===== src/rtl/lane_pkg.sv =====
// Shared types for the byte-to-word lane packer.
package lane_pkg;
  typedef logic [7:0] byte_t;
  parameter int WIDTH = 8;
  typedef enum logic {COLLECT, HOLD} pack_state_t;
endpackage


===== src/rtl/lane_out_reg.sv =====
// Output register slice: loads a packed word and holds it until downstream accepts.
module lane_out_reg
  import lane_pkg::*;
#(
  parameter int LANES = 4
) (
  input  logic                   clk,
  input  logic                   rst_n,
  input  logic                   load,
  input  logic [LANES*WIDTH-1:0] load_data,
  input  logic [LANES-1:0]       load_keep,
  input  logic                   load_last,
  input  logic                   out_ready,
  output logic                   out_valid,
  output logic [LANES*WIDTH-1:0] out_data,
  output logic [LANES-1:0]       out_keep,
  output logic                   out_last
);

  always_ff @(posedge clk or negedge rst_n) begin
    if (!rst_n) begin
      out_valid <= 1'b0;
      out_data  <= '0;
      out_keep  <= '0;
      out_last  <= 1'b0;
    end else if (load) begin
      out_valid <= 1'b1;
      out_data  <= load_data;
      out_keep  <= load_keep;
      out_last  <= load_last;
    end else if (out_valid && out_ready) begin
      // payload is left in place; only valid drops
      out_valid <= 1'b0;
    end
  end

endmodule


===== src/rtl/byte_lane_packer.sv =====
// Packs a byte stream into LANES-byte words with keep mask and last flag.
// state   | meaning
// COLLECT | accepting bytes into the accumulator
// HOLD    | completed word waiting for the output slot; input stalled
module byte_lane_packer
  import lane_pkg::*;
#(
  parameter int  LANES = 4,
  localparam int CNT_W = $clog2(LANES + 1)
) (
  input  logic                   clk,
  input  logic                   rst_n,
  input  logic                   in_valid,
  output logic                   in_ready,
  input  byte_t                  in_data,
  input  logic                   in_last,
  output logic                   out_valid,
  input  logic                   out_ready,
  output logic [LANES*WIDTH-1:0] out_data,
  output logic [LANES-1:0]       out_keep,
  output logic                   out_last
);

  localparam int IDX_W = $clog2(LANES);

  pack_state_t            state_q, state_d;
  logic [CNT_W-1:0]       cnt_q;
  logic [LANES*WIDTH-1:0] acc_data_q;
  logic [LANES-1:0]       acc_keep_q;
  logic                   acc_last_q;
  logic                   ready_en_q;

  logic                   in_fire, out_fire, slot_free, word_done, load;
  logic [IDX_W-1:0]       lane_idx;
  logic [LANES*WIDTH-1:0] word_data, load_data;
  logic [LANES-1:0]       word_keep, load_keep;
  logic                   load_last;

  assign in_ready  = ready_en_q && (state_q == COLLECT);
  assign in_fire   = in_valid && in_ready;
  assign out_fire  = out_valid && out_ready;
  assign slot_free = !out_valid || out_fire;
  assign lane_idx  = cnt_q[IDX_W-1:0];
  assign word_done = in_fire && ((cnt_q == CNT_W'(LANES - 1)) || in_last);

  // accumulator contents with the incoming byte merged into lane cnt
  always_comb begin
    word_data = acc_data_q;
    word_keep = acc_keep_q;
    for (int i = 0; i < LANES; i++) begin
      if (lane_idx == IDX_W'(i)) begin
        word_data[i*WIDTH +: WIDTH] = in_data;
        word_keep[i]                = 1'b1;
      end
    end
  end

  always_comb begin
    state_d   = state_q;
    load      = 1'b0;
    load_data = word_data;
    load_keep = word_keep;
    load_last = in_last;
    case (state_q)
      COLLECT: begin
        if (word_done) begin
          if (slot_free) load = 1'b1;
          else           state_d = HOLD;
        end
      end
      HOLD: begin
        if (slot_free) begin
          load      = 1'b1;
          load_data = acc_data_q;
          load_keep = acc_keep_q;
          load_last = acc_last_q;
          state_d   = COLLECT;
        end
      end
    endcase
  end

  always_ff @(posedge clk or negedge rst_n) begin
    if (!rst_n) begin
      state_q    <= COLLECT;
      ready_en_q <= 1'b0;
    end else begin
      state_q    <= state_d;
      ready_en_q <= 1'b1;
    end
  end

  always_ff @(posedge clk or negedge rst_n) begin
    if (!rst_n) begin
      cnt_q      <= '0;
      acc_data_q <= '0;
      acc_keep_q <= '0;
      acc_last_q <= 1'b0;
    end else if (state_q == COLLECT) begin
      if (in_fire) begin
        if (word_done) begin
          cnt_q <= '0;
          if (slot_free) begin
            acc_data_q <= '0;
            acc_keep_q <= '0;
            acc_last_q <= 1'b0;
          end else begin
            acc_data_q <= word_data;
            acc_keep_q <= word_keep;
            acc_last_q <= in_last;
          end
        end else begin
          acc_data_q <= word_data;
          acc_keep_q <= word_keep;
          cnt_q      <= cnt_q + CNT_W'(1);
        end
      end
    end else if (slot_free) begin
      acc_data_q <= '0;
      acc_keep_q <= '0;
      acc_last_q <= 1'b0;
    end
  end

  lane_out_reg #(.LANES(LANES)) u_out_reg (
    .clk       (clk),
    .rst_n     (rst_n),
    .load      (load),
    .load_data (load_data),
    .load_keep (load_keep),
    .load_last (load_last),
    .out_ready (out_ready),
    .out_valid (out_valid),
    .out_data  (out_data),
    .out_keep  (out_keep),
    .out_last  (out_last)
  );

endmodule

===== config.mk =====
export PLATFORM = sky130hd
export DESIGN_NAME = byte_lane_packer
export DESIGN_NICKNAME = d
export VERILOG_FILES = /design/src/rtl/lane_pkg.sv /design/src/rtl/lane_out_reg.sv /design/src/rtl/byte_lane_packer.sv
export SDC_FILE = /design/constraint.sdc
export NUM_CORES = 1
export LEC_CHECK = 0
export CAP_MARGIN = 15
export CORE_ASPECT_RATIO = 0.6
export CORE_MARGIN = 10
export CORE_UTILIZATION = 35
export CTS_CLUSTER_DIAMETER = 40
export DETAILED_ROUTE_END_ITERATION = 12
export MAX_ROUTING_LAYER = met4
export PLACE_DENSITY = 0.53
export SETUP_SLACK_MARGIN = 0.5
export SYNTH_ARGS = -nofsm -noshare
export SYNTH_HDL_FRONTEND = slang
export SYNTH_HIERARCHICAL = 1
export SYNTH_SLANG_ARGS = --single-unit

===== constraint.sdc =====
create_clock -name clk -period 2.5 [get_ports clk]
set_clock_uncertainty 0.1 [all_clocks]
set_input_delay 0.375 -clock clk [delete_from_list [all_inputs] [get_ports clk]]
set_output_delay 0.375 -clock clk [all_outputs]
set_load 0.02 [all_outputs]

==> impl_metrics.tcl <==
set metrics [dict create \
    antenna_found_initial 0 \
    fmax_mhz 495 \
    synthCells 272 \
    synth_compound_area_share_pct 11.4 \
    fin_crit_sh_pct 80.8 \
    seq_area_frac_synth_pct 53.9 \
    rsz0062_at_grt "yes" \
    hold-worst-slack_ps 393 \
    numCtsBuffers 9 \
    cts_tree "built" \
    worstSetupPathType "in2reg" \
    layout_common_cells "79 x dfrtp_1, 51 x mux2_2, 49 x clkdlybuf4s50_1, 28 x a22o_1" \
    final_max_slew_viol_count 0 \
    clk_latency_ps 340 \
    overflow 0 \
    die_h_um 99.8 \
    synth_xor_area_share_pct 0 \
    finalSetupViolCount 0 \
    startpoint_type "primary input" \
    dieWidth_um 153 \
    stdcell_area_um2 4890 \
    io_pins 52 \
    power_density_nw_per_um2 916 \
    synth.area.mux_share_pct 23.1 \
    drt-total-wl_um 9370 \
    fin_util_pct 46.8 \
    synth-seq-cells 80 \
    start_util_pct 35.6 \
    drt_iter0_markers 129 \
    dr_total_vias 2423 \
    peakVddDrop_uv 511 \
    synth_cell_types 29 \
    period_needed_ps 2020 \
    path_clk_slew_ps 60 \
    ant_nets 0 \
    n_fill_cell 948 \
    dr.pass1.iters 4 \
    end_kind "flip-flop" \
    area_delta_synth_final_pct 31.4 \
    crit_arrival_ps 2140 \
    grt_start_max_net_pins 43 \
    remaining_drc_errors 0 \
    status "finished, final reports clean" \
    ys_warn_count 6 \
    cts.sinks 80 \
    pre_cts_slack_ps 18.5 \
    synth_top_family_by_area "multiplexers" \
    nets 362 \
    grt_pass1_vias 2583 \
    die_area_um2 15300 \
    vias_per_cell 5.00 \
    design.core.area_um2 10500 \
    synth_simple_gate_area_share_pct 6.40 \
    leakage_nw 2.25 \
    mostFrequentLayoutCell "dfrtp_1" \
    crit_fanout 7 \
    syn_avg_cell_area_um2 13.7 \
    hold_viol_final 0 \
    max_cap_violations 0 \
    num_rows 29 \
    worstPathRequired_ps 2620 \
    cts_max_level 3 \
    maxSlewHeadroom_pct 61.0 \
    avgRoutedWirePerCell_um 19.3 \
    io_buffers 51 \
    ctsRootBufferMaster "clkbuf_16" \
    worst_slew_pin_slew_ps 585 \
    clockBufferDepth 2 \
    min_path_type "reg2reg" \
    n_antenna_cell 0 \
    synth_fa_ha_area_share_pct 2.69 \
    grt_pass1_wl_um 15000 \
    place_area_um2 4410 \
    dp_hpwl_um 6000 \
    place.gp.congestion 0.717 \
    grtUsageTotal_pct 12.7 \
    worst_slack_ps 479 \
    finalSetupTns_ps 0 \
    drive_gt1_share_pct 35.0 \
    synth_nets 293 \
    synth_area_um2 3720 \
]
[flip-flops by register name (all words and copies together) (netlist names)]
name and flops:
u_out_reg/out_data 32, state_q 1, u_out_reg/out_last 1, cnt_q 3, acc_last_q 1, ready_en_q 1, u_out_reg/out_valid 1, acc_keep_q 4
acc_data_q 32, u_out_reg/out_keep 4
[metal layers]
| layer | global-route usage, % | part of all wire (%) |
|---|---|---|
| met2 | 16.3 | 39 |
| met1 | 18.5 | 56 |
| met3 | 3.89 | 4.4 |
| met5 | - | 0 |
| met4 | 3.50 | 0.87 |
[critical path, stage by stage]
cell and delay, ps:
clkdlybuf4s50_1 500, nand2b_1 170, nand2_2 180, buf_4 220, nand2_1 90, mux2_2 370, mux2_4 260
[timing repair]
action / CTS / global route
hold buffers: 1 / 0
hold endpoints to repair: 41 / 0
pin swaps: 0 / 1
setup buffers: 5 / 3
setup endpoints to repair: 50 / 57
gates resized for setup: 4 / 10
gates cloned: 2 / 1
[path summary, 6_finish.rpt]
path                                start                endpoint  slack, ps  depth (start not counted)
max reg2reg                      cnt_q[1]  u_out_reg/out_data[17]        540                          6
min                        acc_data_q[16]          acc_data_q[16]        390                          1
min reg2reg                acc_data_q[16]          acc_data_q[16]        390                          1
max                             out_ready  u_out_reg/out_data[23]        480                          7
max in group asynchronous           rst_n                cnt_q[1]       1170                          3
min in group asynchronous           rst_n  u_out_reg/out_data[23]        480                          2
[synthesized netlist by cell type, drive strengths merged]
cell type  count  share of area, %
o2111a         1              0.34
conb           1              0.10
a21o           3              0.61
o31ai          1              0.20
nor3           2              0.27
nor2b          3              0.71
a22o          28               6.6
and2           1              0.17
and3           4              0.67
clkbuf         5              0.50
a21oi          4              0.54
nand2b         5              0.84
o22ai          4              0.67
buf            6               1.6
nand3          2              0.27
nand2         24               2.4
inv            3              0.30
a211oi         4               1.8
o21ai          5              0.67
ha             8               2.7
nand3b         1              0.20
mux2          70                23
nor2           6              0.61
dfrtp         80                54
and3b          1              0.24
[area by class of cell]
| cell class | count | area (um2) | share of cell area, % |
|---|---|---|---|
| clock buffer | 9 | 225 | 4.61 |
| clock inverter | 7 | 57.6 | 1.18 |
| inverter | 3 | 11.3 | 0.230 |
| multi-input combinational | 178 | 1690 | 34.5 |
| sequential | 80 | 2000 | 41.0 |
| tap | 139 | 174 | 3.56 |
| timing repair buffer | 69 | 727 | 14.9 |
[logic make-up after synthesis]
kind of cell / after synthesis
buffers and inverters: 14
adders and majority gates: 8
and+or+nand+nor: 49
other: 1
DFF: 80
AOI/OAI and AO/OA: 50
muxes: 70
[power breakdown]
part | internal, mW | switching (mW)
registers | 1.58 | 0.167
logic | 0.804 | 0.677
clock network | 0.681 | 0.563
[per-stage QoR]
stage	instances	power, mW
final	485	4.48
after global routing	485	4.70
after CTS	481	4.51
after detailed placement	457	3.20
after global placement	457	3.19
after floorplan	272	2.58
(Power assumes the default switching activity.)
